**config.mk**
```make
export PLATFORM = sky130hd
export DESIGN_NAME = pipeline_ctrl
export DESIGN_NICKNAME = d
export VERILOG_FILES = /design/src/rtl/pipeline_ctrl.sv
export SDC_FILE = /design/constraint.sdc
export NUM_CORES = 1
export LEC_CHECK = 0
export ABC_AREA = 0
export CORE_MARGIN = 1.5
export CORE_UTILIZATION = 42
export DETAILED_ROUTE_END_ITERATION = 16
export PLACE_DENSITY = 0.85
export SETUP_SLACK_MARGIN = 0.2
export SYNTH_ARGS = -nofsm -noshare
export SYNTH_HDL_FRONTEND = slang
export SYNTH_SLANG_ARGS = --single-unit
export TNS_END_PERCENT = 20
```
**constraint.sdc**
```tcl
create_clock -name clk -period 3.4 [get_ports clk]
set_clock_uncertainty 0.05 [all_clocks]
set_input_delay 0.51 -clock clk [delete_from_list [all_inputs] [get_ports clk]]
set_output_delay 0.51 -clock clk [all_outputs]
set_load 0.01 [all_outputs]
```
**src/rtl/pipeline_ctrl.sv**
```systemverilog
// Hazard and sequencing controller: load-use stalls, branch flushes and
// lane-by-lane issue of vector instructions held in decode.
module pipeline_ctrl #(
    parameter int LANES = 4,
    parameter int REG_W = 4,
    parameter int PC_W  = 8
) (
    input  logic                     clk,
    input  logic                     rst,
    input  logic                     instr_valid_d,
    input  logic                     is_vec_d,
    input  logic [REG_W-1:0]         rs1_d,
    input  logic [REG_W-1:0]         rs2_d,
    input  logic                     uses_rs1_d,
    input  logic                     uses_rs2_d,
    input  logic                     mem_read_e,
    input  logic                     reg_write_e,
    input  logic [REG_W-1:0]         rd_e,
    input  logic                     branch_taken_e,
    input  logic [PC_W-1:0]          branch_target_e,
    output logic                     pcWrEn,
    output logic                     pc_sel,
    output logic [PC_W-1:0]          newPc,
    output logic                     fd_en,
    output logic                     de_en,
    output logic                     fd_flush,
    output logic                     de_flush,
    output logic [$clog2(LANES)-1:0] vec_lane,
    output logic                     vec_active,
    output logic [15:0]              stall_cycles
);

    localparam int LW = $clog2(LANES);
    localparam logic [LW-1:0] LAST = LW'(LANES - 1);

    typedef enum logic {RUN, VEC} mode_t;

    mode_t          mode_q, mode_d;
    logic [LW-1:0]  cnt_q, cnt_d;
    logic [15:0]    stall_q, stall_d;
    logic           hz;

    assign hz = instr_valid_d & mem_read_e & reg_write_e &
                ((uses_rs1_d & (rs1_d == rd_e)) |
                 (uses_rs2_d & (rs2_d == rd_e)));

    always_comb begin
        mode_d     = mode_q;
        cnt_d      = cnt_q;
        pcWrEn     = 1'b1;
        pc_sel     = 1'b0;
        newPc      = '0;
        fd_en      = 1'b1;
        de_en      = 1'b1;
        fd_flush   = 1'b0;
        de_flush   = 1'b0;
        vec_lane   = '0;
        vec_active = 1'b0;
        if (rst) begin
            pcWrEn = 1'b0;
            fd_en  = 1'b0;
            de_en  = 1'b0;
        end else if (branch_taken_e) begin
            pc_sel   = 1'b1;
            newPc    = branch_target_e;
            fd_flush = 1'b1;
            de_flush = 1'b1;
            mode_d   = RUN;
            cnt_d    = '0;
        end else if (mode_q == VEC) begin
            // Hazard inputs are ignored while lanes are issuing.
            vec_active = 1'b1;
            vec_lane   = cnt_q;
            if (cnt_q == LAST) begin
                mode_d = RUN;
                cnt_d  = '0;
            end else begin
                pcWrEn = 1'b0;
                fd_en  = 1'b0;
                cnt_d  = cnt_q + LW'(1);
            end
        end else if (hz) begin
            pcWrEn   = 1'b0;
            fd_en    = 1'b0;
            de_flush = 1'b1;
        end else if (instr_valid_d & is_vec_d) begin
            vec_active = 1'b1;
            pcWrEn     = 1'b0;
            fd_en      = 1'b0;
            mode_d     = VEC;
            cnt_d      = LW'(1);
        end
    end

    always_comb begin
        stall_d = stall_q;
        if (!pcWrEn && stall_q != 16'hFFFF)
            stall_d = stall_q + 16'd1;
    end

    always_ff @(posedge clk or posedge rst) begin
        if (rst) begin
            mode_q  <= RUN;
            cnt_q   <= '0;
            stall_q <= '0;
        end else begin
            mode_q  <= mode_d;
            cnt_q   <= cnt_d;
            stall_q <= stall_d;
        end
    end

    assign stall_cycles = stall_q;

endmodule

```
* Word-level counts from Yosys, hierarchy flattened *
Index checks and enable logic that the tools add are counted.

word-level totals
  logic and storage cells = 53
  bits in registers = 19
  input port bits = 29

operators by class
  eq/ne operators = 5
  reductions and logical operators = 4
  add/sub/neg operators = 2
  bitwise logic cells = 8
  muxes and demuxes = 31

operators with widths
  kind                                            number
  2-to-1 mux 1 bit                                21
  adder 16 x 1 -> 16 bit (second input constant)  1
  2-to-1 mux 2 bit                                8
  2-to-1 mux 8 bit                                2
  inequality test 16 bit (second input constant)  1
  == test 4 bit                                   2
  AND 1 bit                                       6
  inequality test 3 bit (second input constant)   1
  AND reduction 3 bit                             1
  nonzero test 3 bit                              1
  adder 2 x 1 -> 2 bit (second input constant)    1
  == test 2 bit (second input constant)           1
  logical AND 1 bit                               1
  zero test 1 bit                                 1
  inverter 1 bit                                  1
  OR 1 bit                                        1

* Depth between registers and ports, before layout *
  depth in word-level cells = 10
  mapped depth = 8
  gate-level depth less buffers = 7

* Worst setup path after synthesis *
OpenSTA, ideal clock, no wires.

  kind = input -> output
  start point = in rst
  end point = out pcWrEn
  required time = 2,840 ps
  stages = 6
  arrival = 1,669 ps
  slack = 1,171 ps
  cells stage by stage = inv_1 -> nand2_1 -> a21oi_2 -> a21oi_4 -> inv_2 -> buf_4

between the ends
  longest elaborated chain between the ends = 1

RTL lines
  what              RTL line  text
  from (decl)       9         input logic rst,
  2-to-1 mux 1 bit  --
  to (decl)         21        output logic pcWrEn,

Every way passes these cells.

* Worst setup path in the final report *
  start point = in instr_valid_d
  end point = out fd_en

between the ends
  longest elaborated chain between the ends = 7
  elaborated cells on any way between the ends = 9
  those cells by class = mux (5); bitwise (4)

RTL lines
  what                     RTL line  text
  from (decl)              10        input logic instr_valid_d,
  AND 1 bit (3 in series)  43        assign hz = instr_valid_d & mem_read_e & reg_write_e &
  2-to-1 mux 1 bit *       82        end else if (hz) begin
  2-to-1 mux 1 bit *       70        end else if (mode_q == VEC) begin
  2-to-1 mux 1 bit *       63        end else if (branch_taken_e) begin
  2-to-1 mux 1 bit *       59        if (rst) begin
  to (decl)                24        output logic fd_en,

Mark *: on every way between the ends. The rest lies on a longest branch, timed or not.

==> results.md <==
- Status: finished clean
- GRT Resource Usage Total: 18.9%
- Adder-Cell Fraction of Synth Area: 2.11%
- Share of cells above drive strength 1: 11.5%
- CP endpoint kind: output pin
- Post-route clock period utilization: between 90% and 100%
- Final hold violations: 0
- Clock-pin transition on the worst setup and hold timing paths: 0.11 ns
- Critical Path Stages: 8
- Die height: 56.2 µm
- Syn_area_per_cell: ~10 µm²
- Async S/R FF share, synth: 100%
- Sink Count: 19
- Synth Register Bits: 19
- Fin worst setup slack: 0.229 ns
- Pin count of the biggest net entering global routing: 22
- RSZ-0062 raised after global routing: yes
- Finish-stage setup viols: 0
- Largest family of logic cells by synthesized area: simple AND/OR/NAND/NOR gates
- DR vias/cell: 5.12
- Maxcap violations: 0
- Total power: 0.777 mW
- VDD IR max: 0.000368 V
- Setup CP Type: input port to output pin
- CP bufs+invs: 4
- Port Buf Inserts: 61
- CTS Buffer Depth: 2
- Synthesized net count: 150
- Fin nets: 215
- PD cells: approximately 420 nW/µm²
- Grt ovf: 0
- Primary FF master, synth: dfrtp_1
- Root Buffer: clkbuf_4
- Hold crit path type: flip-flop to flip-flop
- Fin util: 69.1%
- Compound-Gate Fraction of Synth Area: 10.5%
- Mapped Cells: 119
- Chip width: 56.2 µm
- Synth Area in XOR/XNOR: approximately 17%
- Leak Pwr: 0.757 nW
- Core box area: 2710 µm²
- Worst-Margin Slew: 0.464 ns
- Ant. Diodes: 0
- Max Slew Vio Count: 0
- Synth Area in Simple Gates: 26.0%
- CP max-delay cell: clkdlybuf4s50_1
- Placer Congestion: 0.855
- CTS Buf Count: 3
- TritonCTS clock tree: done
- Mux cell area share after synthesis: 1.90%
- Post-synthesis cell type count: 33
- Setup TNS: 0 ns
- First-pass GRT wire length: 4730 µm
- RR Endpoint: stall_cycles[14]
- Number of fill cells: roughly 220
- Die area: 3160 µm²
- Drt initial violations: 19
- Crit path to: fd_en
- H-tree depth: 1
- Post-Syn Area: 1190 µm²
- Detailed-router iteration count before antenna repair: 2
- DR vias: ~1100
- Place WS: 0.231 ns
- Seq/Total Area, Yosys: 40.0%
- Fmax: around 320 MHz
- DP Wirelength: around 2300 µm
- Layout area overhead: 57.6%
- Final WL: 2980 µm
- Critical path cell sequence: clkdlybuf4s50_1, nand3_2, nor4_2, nand3_2, buf_4, a21oi_4, inv_2, clkdlybuf4s50_1
- Placed Area: 1820 µm²
- CP max FO: 7
- I/O pins: 62
- Required time worst endpoint: 2.84 ns
- WL per Instance: 13.9 µm
- CP delay by family, top: buffers and inverters
- Initial antenna violation count: 0
- Worst path max stage delay: approximately 0.52 ns
- Origin of the worst setup path: instr_valid_d
- Starting Density: a little over two fifths
- Worst reg2reg path depth: 6
- # DRC: 0
- Worst skew pair latency: 0.30 ns
- Rows: 19
- RR Startpoint: stall_cycles[0]
- Number of global-route vias before repair: 1052
- EDFF count, synth: 0
- Critical Path AT: 2.61 ns
- Design Area, Final: 1870 µm²
- Synth warn: 0
- Min Clock Period, post-route: 3.17 ns
- Worst setup SP type: input port
- Antenna Nets Post-Route: 0
- Rel. slew slack: 68.8%
- R2R setup slack: 1.32 ns
- Post-CTS Hold Buffers: 0
## worst reg2reg max path: cells and delay by family (launching register included)
family,cells,cell delay (ns)
xor+xnor,1,0.13
flops,1,0.48
compound gates,1,0.43
fa+ha+maj,1,0.23
simple gates,3,0.68
## through the flow
| step | instances | hold slack, ns |
|---|---|---|
| global placement | 208 | 0.430 |
| floorplan | 119 | 0.433 |
| global route | 214 | 0.482 |
| finish | 214 | 0.450 |
| detailed placement | 208 | 0.434 |
| CTS | 212 | 0.453 |
## routing by layer
layer	wire [µm]	part of all wire, %	up-vias	GRT usage (%)
met3	149	5.0	4	3.49
met1	1200	40	511	21.4
li1	-	-	547	-
met2	1610	54	34	35.3
met4	23	0.77	0	6.12
met5	0	0	-	0
## flip-flops by register name, summed over array words and instances (netlist names)
name and cells:
mode_q 1, stall_cycles 16, cnt_q 2
## worst min-delay path by stage
stage	start	end	slack, ns	cells after the start
after global placement	stall_cycles[10]	stall_cycles[10]	0.43	1
after detailed placement	stall_cycles[10]	stall_cycles[10]	0.43	1
after CTS	stall_cycles[10]	stall_cycles[10]	0.45	1
after global routing	stall_cycles[9]	stall_cycles[9]	0.48	1
final	stall_cycles[8]	stall_cycles[8]	0.45	1
after floorplan	cnt_q[1]	cnt_q[1]	0.43	1
## report_power, final
part / internal (mW) / switching, mW / total, mW
sequential: 0.276 / 0.0710 / 0.347
combinational: 0.189 / 0.125 / 0.313
clock: 0.0458 / 0.0706 / 0.116
total: 0.511 / 0.266 / 0.777
## final cells by class
type                       count  area, µm²  share of cell area (%)
multi-input combinational     94        691                    36.9
timing repair buffer          64        633                    33.8
inverter                       2       7.51                   0.401
sequential                    19        475                    25.4
tap                           31       38.8                    2.07
clock buffer                   4       26.3                    1.40
## cell usage after synthesis, drive strengths merged (4+ instances only)
library cell / number / area share (%)
nor2: 7 / 2.2
a21oi: 6 / 4.1
nand3: 7 / 3.8
nand4: 7 / 3.7
xnor2: 14 / 11
o21ai: 4 / 1.7
dfrtp: 19 / 40
xor2: 8 / 5.9
and2: 10 / 5.3
and3: 6 / 3.2
nand2: 8 / 2.5
## timing repair
action | in CTS | in global routing
setup endpoints to repair | 0 | 2
resized for setup | 0 | 1
setup buffers | 0 | 2
## layout by cell type (no fill, tap or decap), drive strengths merged, types with 2 or more instances in the layout
master,n
nand4,7
inv,2
and3,6
clkdlybuf4s50,61
a21oi,6
buf,3
dfrtp,19
and2,10
o21ai,4
xor2,8
nor2,7
mux2,2
ha,2
clkbuf,4
nand3,7
xnor2,14
nor4,2
nand2,8
## kinds of logic (layout without fill, tap and decap cells)
family,after synthesis,count (layout)
AND/OR/NAND/NOR,52,52
buffers and inverters,6,70
AO/OA/AOI/OAI,16,16
flip-flops,19,19
XOR/XNOR,22,22
adder cells (fa/ha/maj),2,2
multiplexers,2,2
No activity file was read; power rests on OpenSTA's default activity.
==> variant, RTL diff (config.mk and constraints unchanged) <==
Reset style: synchronous (`rst`), changed in one clocked block.
--- a/src/rtl/pipeline_ctrl.sv
+++ b/src/rtl/pipeline_ctrl.sv
@@ -100,3 +100,3 @@
 
-    always_ff @(posedge clk or posedge rst) begin
+    always_ff @(posedge clk) begin
         if (rst) begin
Check against the original RTL: differs if rst is asserted again (counterexample within 4 cycles, from zero or initial values and one cycle with rst high); with rst held inactive, the same outputs for 10 cycles.
==> variant against the original RTL <==
  * Sequential cell count stayed put
  * Critical path type unchanged
  * Cell count is 12% higher
  * Final area stayed put
  * Setup slack better by 15 ps
  * Largest cell class unchanged
  * Routed wire length is 11% higher
  * Die area is 3.3% higher
  * Synthesized area is 3.5% higher
  * First-iteration DRC count is 140% higher
  * Worst hold slack worse by 12 ps
Power is not compared: it rests on default switching activity, and its combinational part moved more than twofold at a synthesized area within 25%.
==> variant: results (changes against the original RTL) <==
Status
  – Status: finished, final reports clean

Critical path
  – Reg2Reg Setup Slack: 1250 ps (-70 ps)
  – Slowest-stage cell, CP: or4_4
  – CP max stage delay: 540 ps (+20 ps)
  – Crit path max fanout: 3 (-4)
  – Worst Path Arrival: 2600 ps (about the same)

Drt
  – Vias: 1351 (+23%)
  – Pre-Repair DR Iteration Count: 4 (+2)
  – WL/cell: 13.8 um (-0.76%)
  – Initial DRC count: 46 (+27)

Synth
  – Synth cell types: 40 (+21%)
  – Post-synth top cells: 19 x dfxtp_1, 14 x a21oi_1, 10 x nand3_1, 10 x nor2_1
  – Net Count, Synth: 183 (+22%)
  – Synth async-reset ratio: 0 (-1.00)
  – Area contributors post-synth: dfxtp_1 31%, a21oi_1 5.7%, o31ai_1 5.5%
  – Sequential area share after synthesis: 0.310 (-0.0908)

Place
  – DP Worst Slack: 85.1 ps (-146 ps)
  – GP Congestion: 0.783 (-8.4%)
  – DP HPWL: 2530 um (+9.4%)

Timing
  – Slew headroom: 0.681 (-0.00630)
  – Hold_ws: 438 ps (-12.2 ps)

Final layout
  – Proportion of layout cells with a drive suffix above 1: 0.0622 (-0.0526)
  – Final nets: 241 (+12%)

Hold path
  – Worst Hold Path Cells: 2 (+1)
  – Hold Path Sink: cnt_q[0]
  – Hold path start: cnt_q[0]

Global route
  – First-pass GRT wire length: 5400 um (+14%)
  – Tot GR Track Use: 0.205 (+0.0157)
  – Largest net degree at the start of global routing: 27 (+23%)
==> variant: cell types whose count changed after synthesis, moves of 9 or more <==
cell and delta:
a21oi_1 +11, or4_1 +9, xnor2_1 -11, o31ai_1 +9, dfxtp_1 +19, dfrtp_1 -19
==> variant: timing repair <==
action | CTS | global route
hold buffers | 0 | 0
endpoints found under the setup margin | 2 | 4
pin swaps | 0 | 1
gates resized for setup | 2 | 1
buffers inserted | 0 | 0
==> variant: worst max path at each step <==
| stage | from | end | cells after the start |
|---|---|---|---|
| 2_1_floorplan | reg_write_e | stall_cycles[8] | 8 |
| 3_3_place_gp | instr_valid_d | vec_active | 8 |
| 3_5_place_dp | rd_e[1] | vec_active | 8 |
| 4_1_cts | instr_valid_d | de_flush | 8 |
| 5_1_grt | instr_valid_d | vec_active | 8 |
| 6_report | instr_valid_d | pcWrEn | 7 |
==> variant: layout make-up <==
| type | instances | area [um2] |
|---|---|---|
| clock buffer | 3 | 22.5 |
| clock inverter | 1 | 7.51 |
| fill | 241 | 886 |
| inverter | 3 | 11.3 |
| multi-input combinational | 119 | 777 |
| sequential | 19 | 380 |
| tap | 31 | 38.8 |
| timing repair buffer | 64 | 634 |
==> variant: kinds of logic after synthesis <==
kind of cell	after synthesis	synth area share
AO/OA/AOI/OAI	35	0.185
adder cells (fa/ha/maj)	2	0.0204
multiplexers	4	0.0356
buffers and inverters	14	0.0631
flip-flops	19	0.310
XOR/XNOR	8	0.0570
AND/OR/NAND/NOR	70	0.329
==> variant: stage by stage <==
| stage | cells | cell area, um2 |
|---|---|---|
| after global placement | 236 | 1830 |
| after CTS | 240 | 1870 |
| after detailed placement | 236 | 1830 |
| after floorplan | 152 | 1230 |
| final | 240 | 1870 |
| after global routing | 240 | 1870 |
==> variant: routing by layer <==
layer	GRT usage	vias to the layer above	wire, um
met5	0	-	0
met4	0.0698	0	27
met3	0.0227	2	161
met2	0.379	48	1760
met1	0.244	615	1370
li1	-	686	-
==> variant: power breakdown <==
group | switching [W] | leakage (nW) | internal [W] | total, W
clock network | 0.0000763 | 0.0139 | 0.0000448 | 0.000121
logic | 0.0000477 | 0.521 | 0.0000647 | 0.000112
registers | 0.00000507 | 0.154 | 0.000226 | 0.000231
total | 0.000129 | 0.689 | 0.000336 | 0.000465
==> variant: critical path, delay by kind of cell <==
kind	cells	cell delay [ps]
buffers and inverters	2	1020
AND/OR/NAND/NOR	4	950
AO/OA/AOI/OAI	1	110
